$ cat config.mk
export PLATFORM = sky130hd
export DESIGN_NAME = matrix_scan_selector_flat
export DESIGN_NICKNAME = d
export VERILOG_FILES = /design/src/rtl/matrix_scan_selector_pkg.sv /design/src/rtl/matrix_scan_selector_if.sv /design/src/rtl/matrix_scan_selector_counter.sv /design/src/rtl/matrix_scan_selector.sv /design/src/flat_wrapper.sv
export SDC_FILE = /design/constraint.sdc
export NUM_CORES = 1
export LEC_CHECK = 0
export BUFFER_PORTS_ARGS = -buffer_cell sky130_fd_sc_hd__buf_2
export CORE_AREA = 2 2 39 41
export DETAILED_ROUTE_END_ITERATION = 7
export DIE_AREA = 0 0 41 43
export GPL_ROUTABILITY_DRIVEN = 0
export PLACE_DENSITY = 0.73
export SKIP_CTS_REPAIR_TIMING = 1
export SYNTH_ARGS = -nofsm -noshare
export SYNTH_HDL_FRONTEND = slang
export SYNTH_SLANG_ARGS = --single-unit
$ cat constraint.sdc
create_clock -name clk -period 1.9 [get_ports clk]
set_input_delay 0.38 -clock clk [delete_from_list [all_inputs] [get_ports clk]]
set_output_delay 0.38 -clock clk [all_outputs]
set_load 0.05 [all_outputs]
$ cat src/rtl/matrix_scan_selector_pkg.sv
// Shared mode codes, FSM states and the row-major cell index used by the matrix selector.
// Pure declarations: no latency and no flow control.
package matrix_sel_pkg;

    localparam logic MODE_DIRECT = 1'b0;
    localparam logic MODE_SCAN   = 1'b1;

    typedef enum logic [1:0] {
        IDLE   = 2'd0,
        DIRECT = 2'd1,
        SCAN   = 2'd2
    } state_t;

    function automatic int unsigned cell_index(input int unsigned row,
                                               input int unsigned col,
                                               input int unsigned cols);
        return row * cols + col;
    endfunction

endpackage

$ cat src/rtl/matrix_scan_selector_if.sv
// Control-side bundle of the matrix selector: coordinate/mode inputs and registered select outputs.
// No valid/ready pair; en=0 is the only stall and it freezes the block.
interface matrix_scan_selector_if #(
    parameter int COLS = 4,
    parameter int ROWS = 4
);
    localparam int COL_W = $clog2(COLS);
    localparam int ROW_W = $clog2(ROWS);
    localparam int SEL_W = $clog2(COLS * ROWS);

    logic             en;
    logic             mode;
    logic [COL_W-1:0] mdc;
    logic [ROW_W-1:0] mdl;
    logic [SEL_W-1:0] dmx_sel;
    logic             sel_valid;
    logic [COL_W-1:0] col_idx;
    logic [ROW_W-1:0] row_idx;
    logic             err;
    logic             frame_done;

    modport master (
        output en, mode, mdc, mdl,
        input  dmx_sel, sel_valid, col_idx, row_idx, err, frame_done
    );

    modport slave (
        input  en, mode, mdc, mdl,
        output dmx_sel, sel_valid, col_idx, row_idx, err, frame_done
    );

endinterface

$ cat src/rtl/matrix_scan_selector_counter.sv
// Raster scan position: dwell counter feeding column then row wrap counters; wrap pulses on return to cell 0.
// Latency 1 cycle; en=0 holds every register and clears the wrap pulse.
module matrix_scan_counter #(
    parameter int COLS  = 4,
    parameter int ROWS  = 4,
    parameter int DWELL = 1
) (
    input  logic                     clk,
    input  logic                     rst,
    input  logic                     en,
    input  logic                     restart,
    output logic [$clog2(COLS)-1:0]  col,
    output logic [$clog2(ROWS)-1:0]  row,
    output logic                     wrap
);
    localparam int COL_W = $clog2(COLS);
    localparam int ROW_W = $clog2(ROWS);
    localparam int DW_W  = (DWELL > 1) ? $clog2(DWELL) : 1;

    logic [DW_W-1:0] dwell;
    logic            dwell_end;
    logic            col_end;
    logic            row_end;

    assign dwell_end = (dwell == DW_W'(DWELL - 1));
    assign col_end   = (col == COL_W'(COLS - 1));
    assign row_end   = (row == ROW_W'(ROWS - 1));

    always_ff @(posedge clk) begin
        if (rst || restart) begin
            dwell <= '0;
            col   <= '0;
            row   <= '0;
            wrap  <= 1'b0;
        end else if (en) begin
            wrap <= 1'b0;
            if (dwell_end) begin
                dwell <= '0;
                if (col_end) begin
                    col <= '0;
                    if (row_end) begin
                        row  <= '0;
                        wrap <= 1'b1;
                    end else begin
                        row <= row + 1'b1;
                    end
                end else begin
                    col <= col + 1'b1;
                end
            end else begin
                dwell <= dwell + 1'b1;
            end
        end else begin
            wrap <= 1'b0;
        end
    end

endmodule

$ cat src/rtl/matrix_scan_selector.sv
// Maps (column,row) to a 1:N demux select, either by direct lookup with range check or by timed raster scan.
// Latency 1 cycle; no backpressure, en=0 freezes all state and drops sel_valid/err/frame_done.
module matrix_scan_selector
    import matrix_sel_pkg::*;
#(
    parameter int COLS  = 4,
    parameter int ROWS  = 4,
    parameter int DWELL = 1
) (
    input  logic                  clk,
    input  logic                  rst,
    matrix_scan_selector_if.slave bus
);
    localparam int COL_W = $clog2(COLS);
    localparam int ROW_W = $clog2(ROWS);
    localparam int SEL_W = $clog2(COLS * ROWS);
    localparam logic [COL_W:0] COL_LIM = (COL_W + 1)'(COLS);
    localparam logic [ROW_W:0] ROW_LIM = (ROW_W + 1)'(ROWS);

    state_t           state;
    state_t           state_nxt;
    logic             scan_act;
    logic             step;
    logic             restart;
    logic             col_ok;
    logic             row_ok;
    logic [COL_W-1:0] cnt_col;
    logic [ROW_W-1:0] cnt_row;
    logic             cnt_wrap;
    logic [COL_W-1:0] dir_col;
    logic [ROW_W-1:0] dir_row;
    logic [SEL_W-1:0] dir_sel;
    logic             sel_valid_q;
    logic             err_q;

    always_ff @(posedge clk) begin
        if (rst) state <= IDLE;
        else     state <= state_nxt;
    end

    always_comb begin
        state_nxt = state;
        if (bus.en) state_nxt = (bus.mode == MODE_SCAN) ? SCAN : DIRECT;
    end

    // The scan counter keeps stepping on the edge that leaves SCAN so a coincident frame wrap still pulses.
    always_comb begin
        scan_act = (state == SCAN);
        step     = bus.en && scan_act;
        restart  = bus.en && !scan_act && (bus.mode == MODE_SCAN);
    end

    generate
        if (COLS == (1 << COL_W)) begin : g_col_full
            assign col_ok = 1'b1;
        end else begin : g_col_chk
            assign col_ok = ({1'b0, bus.mdc} < COL_LIM);
        end
        if (ROWS == (1 << ROW_W)) begin : g_row_full
            assign row_ok = 1'b1;
        end else begin : g_row_chk
            assign row_ok = ({1'b0, bus.mdl} < ROW_LIM);
        end
    endgenerate

    matrix_scan_counter #(
        .COLS  (COLS),
        .ROWS  (ROWS),
        .DWELL (DWELL)
    ) u_counter (
        .clk     (clk),
        .rst     (rst),
        .en      (step),
        .restart (restart),
        .col     (cnt_col),
        .row     (cnt_row),
        .wrap    (cnt_wrap)
    );

    always_ff @(posedge clk) begin
        if (rst) begin
            dir_sel     <= '0;
            dir_col     <= '0;
            dir_row     <= '0;
            sel_valid_q <= 1'b0;
            err_q       <= 1'b0;
        end else if (!bus.en) begin
            sel_valid_q <= 1'b0;
            err_q       <= 1'b0;
        end else if (state_nxt == DIRECT) begin
            if (col_ok && row_ok) begin
                dir_sel     <= SEL_W'(cell_index(32'(bus.mdl), 32'(bus.mdc), COLS));
                dir_col     <= bus.mdc;
                dir_row     <= bus.mdl;
                sel_valid_q <= 1'b1;
                err_q       <= 1'b0;
            end else begin
                sel_valid_q <= 1'b0;
                err_q       <= 1'b1;
            end
        end else begin
            sel_valid_q <= 1'b1;
            err_q       <= 1'b0;
        end
    end

    // Both sources are registers; the state register picks which one drives the demux.
    assign bus.dmx_sel    = scan_act ? SEL_W'(cell_index(32'(cnt_row), 32'(cnt_col), COLS)) : dir_sel;
    assign bus.col_idx    = scan_act ? cnt_col : dir_col;
    assign bus.row_idx    = scan_act ? cnt_row : dir_row;
    assign bus.sel_valid  = sel_valid_q;
    assign bus.err        = err_q;
    assign bus.frame_done = cnt_wrap;

endmodule

$ cat src/flat_wrapper.sv
// flat-port wrapper written by rule: the top's interface ports become plain ports
module matrix_scan_selector_flat import matrix_sel_pkg::*;
#(
    parameter int COLS  = 4,
    parameter int ROWS  = 4,
    parameter int DWELL = 1
)
  (clk, rst, bus_en, bus_mode, bus_mdc, bus_mdl, bus_dmx_sel, bus_sel_valid, bus_col_idx, bus_row_idx, bus_err, bus_frame_done);
  matrix_scan_selector_if #(.COLS(COLS), .ROWS(ROWS)) bus_i ();
  input  logic clk;
  input  logic rst;
  input wire logic [$bits(bus_i.en)-1:0] bus_en;
  input wire logic [$bits(bus_i.mode)-1:0] bus_mode;
  input wire logic [$bits(bus_i.mdc)-1:0] bus_mdc;
  input wire logic [$bits(bus_i.mdl)-1:0] bus_mdl;
  output wire logic [$bits(bus_i.dmx_sel)-1:0] bus_dmx_sel;
  output wire logic [$bits(bus_i.sel_valid)-1:0] bus_sel_valid;
  output wire logic [$bits(bus_i.col_idx)-1:0] bus_col_idx;
  output wire logic [$bits(bus_i.row_idx)-1:0] bus_row_idx;
  output wire logic [$bits(bus_i.err)-1:0] bus_err;
  output wire logic [$bits(bus_i.frame_done)-1:0] bus_frame_done;
  assign bus_i.en = bus_en;
  assign bus_i.mode = bus_mode;
  assign bus_i.mdc = bus_mdc;
  assign bus_i.mdl = bus_mdl;
  assign bus_dmx_sel = bus_i.dmx_sel;
  assign bus_sel_valid = bus_i.sel_valid;
  assign bus_col_idx = bus_i.col_idx;
  assign bus_row_idx = bus_i.row_idx;
  assign bus_err = bus_i.err;
  assign bus_frame_done = bus_i.frame_done;
  matrix_scan_selector #(.COLS(COLS), .ROWS(ROWS), .DWELL(DWELL)) u_core (.clk(clk), .rst(rst), .bus(bus_i));
endmodule
==> results.sh <==
export IMPL_grt_pass1_wl_um=1520
export IMPL_dp_cells=85
export IMPL_cp_slowest_cell="dfxtp_2"
export IMPL_num_fill_cells=130
export IMPL_synth_distinct_cells=20
export IMPL_area_delta_synth_final_pct=25.5
export IMPL_layout_common_cells="buf_4 (12), dfxtp_1 (11), buf_2 (9)"
export IMPL_vias=434
export IMPL_yosys_warnings=0
export IMPL_core_rowCount=14
export IMPL_dp_slack_ns=0.292
export IMPL_cpMostUsedCell="buf_4"
export IMPL_io_buffers=17
export IMPL_switching_share_pct=27.7
export IMPL_fin_crit_ns=1.86
export IMPL_routed_via_density=4.72
export IMPL_crit_buf_inv=2
export IMPL_period_share_pct=97.9
export IMPL_p_int_mw=0.412
export IMPL_synth_top_cell_by_area="dfxtp_1"
export IMPL_power_leakage_nw=0.344
export IMPL_slew_headroom_pct=63.3
export IMPL_drv_slew=0
export IMPL_clockRootBuffer="clkbuf_4"
export IMPL_io_pins=19
export IMPL_grt_max_degree=10
export IMPL_routed_wl_um=1060
export IMPL_drtIter0Drc=6
export IMPL_die_height_um=43
export IMPL_dr_pass1_iters=3
export IMPL_cp_top_family="flip-flops"
export IMPL_syn_inst=59
export IMPL_utilization_pct=51.2
export IMPL_dp_hpwl_um=745
export IMPL_dieArea_um2=1760
export IMPL_clock_sinks=12
export IMPL_cts_buffers=3
export IMPL_ys_top_cells_by_area="dfxtp_1 (43%), mux2i_1 (8.9%), mux2_2 (8.0%), buf_4 (6.7%), nor2_1 (4.7%)"
export IMPL_power_frac_clock_pct=36.0
export IMPL_fin_ws_ns=0.0398
export IMPL_fin_setup_tns_ns=0
export IMPL_crit_path_max_fanout=6
export IMPL_die_w_um=41
export IMPL_status="completed"
export IMPL_finalInstanceArea_um2=708
export IMPL_drive_gt1_share_pct=44.7
export IMPL_clk_pin_slew_ns=0.08
export IMPL_overflow=0
export IMPL_antenna_left=0
export IMPL_max_stage_delay_ns=0.36
export IMPL_syn_nets=69
export IMPL_diodes=0
export IMPL_drt_wirelength_per_cell_um=11.5
export IMPL_antenna_found_initial=0
export IMPL_peakVddDrop_mv=0.478
export IMPL_p_seq_share_pct=46.6
export IMPL_cp_required_ns=1.52
export IMPL_crit_type="reg -> out"
export IMPL_track_usage_pct=12.9
export IMPL_hold_viol_final=0
export IMPL_grt_pass1_vias=376
export IMPL_hp_class="in -> reg"
export IMPL_yosysSeqAreaShare_pct=42.6
export IMPL_endpoint_kind="output port"
export IMPL_maxCapViolations=0
export IMPL_layout_cells_non_filler=92
export IMPL_setup_viol=0
export IMPL_clock_path_buffers=2
export IMPL_ys_ff_latch=12
export IMPL_drc=0
export IMPL_power_frac_comb_pct=17.5
export IMPL_design_core_area_um2=1380
export IMPL_ctsHtreeMaxLevel=1
export IMPL_netlist_area_leader_share_pct=42.6
export IMPL_worstSkewPairLatency_ns=0.28
export IMPL_avgSynthCellArea_um2=9.56
export IMPL_power_mw=0.570
export IMPL_finalClockSkew_ns=0.00376
export IMPL_worstPathArrival_ns=1.48
export IMPL_clock_fmax_ghz=0.538
export IMPL_start_util_pct=40.8
export IMPL_placedInstanceArea_um2=626
export IMPL_p_switching_mw=0.158
export IMPL_worstPathCellList="nor2b_2, buf_4, mux2_2, buf_4"
export IMPL_hold_ws_ns=0.334
export IMPL_powerDensity_nw_per_um2=805
export IMPL_nets=87
export IMPL_cts_tree="built"
export IMPL_synth_area_um2=564
export IMPL_mostFrequentLayoutCell="buf_4"
export IMPL_cp_start_kind="flop"
export IMPL_tightest_slew_ns=0.550
tightest hold or removal path, cell delays in order:
cell and delay (ns):
buf_2 0.07, mux2i_1 0.05, nor2_1 0.07
cells in the mapped netlist:
cell type	number
o21bai_2	1
mux2i_1	5
or3_1	2
clkbuf_1	1
nor3b_1	1
buf_2	2
nand4b_2	1
nor2_1	7
a21oi_2	1
ha_1	2
conb_1	1
nand3_1	1
nor2b_1	2
nand3b_1	1
dfxtp_1	12
inv_1	1
mux2_2	4
buf_4	5
nand2_1	5
a21oi_1	4
final timing paths:
path,from,end,slack [ns],depth (start not counted)
max reg2reg,u_core.u_counter.col[0]$_SDFFE_PP0P_,u_core.u_counter.row[0]$_SDFFE_PP0P_,0.65,4
max,u_core.state[1]$_SDFF_PP0_,bus_dmx_sel[2],0.04,4
min,bus_mdl[0],u_core.dir_sel[2]$_SDFFE_PP0P_,0.33,3
min reg2reg,u_core.u_counter.col[1]$_SDFFE_PP0P_,u_core.u_counter.col[1]$_SDFFE_PP0P_,0.48,2
final cells by class:
cell class	count	area, µm²	area share [%]
clock buffer	4	36.3	5.12
inverter	1	3.75	0.530
multi-input combinational	38	272	38.3
sequential	12	241	34.1
tap	16	20.0	2.83
timing repair buffer	21	135	19.1
layer usage:
metal | up-vias | GRT usage (%) | share of wire [%]
li1 | 225 | - | -
met4 | 0 | 10.0 | 1.9
met2 | 12 | 16.9 | 48
met1 | 195 | 17.2 | 46
met3 | 2 | 3.14 | 4.4
met5 | - | 0 | 0
power by group through the flow:
stage	clock, mW	combinational [mW]	sequential, mW
6_report	0.205	0.0995	0.265
5_1_grt	0.220	0.105	0.267
3_5_place_dp	0	0.0884	0.271
2_1_floorplan	0	0.0715	0.273
3_3_place_gp	0	0.0877	0.270
4_1_cts	0.214	0.0885	0.265
logic make-up (layout without fill, tap and decap cells):
group	after synthesis	in the layout	share of synthesized area, %
AOI/OAI and AO/OA	6	6	7.10
adders and majority gates	2	2	4.43
buffers and inverters	9	26	9.76
DFF	12	12	42.6
muxes	9	9	16.9
other	1	1	0.665
and+or+nand+nor	20	20	18.6
sequential cells by signal, summed over array words and instances, names as in the netlist:
signal	cells
u_core.u_counter.wrap	1
u_core.state	2
u_core.u_counter.col	2
u_core.bus.sel_valid	1
u_core.u_counter.row	2
u_core.dir_sel	4
Note: power is estimated with default switching activity, not from simulation.
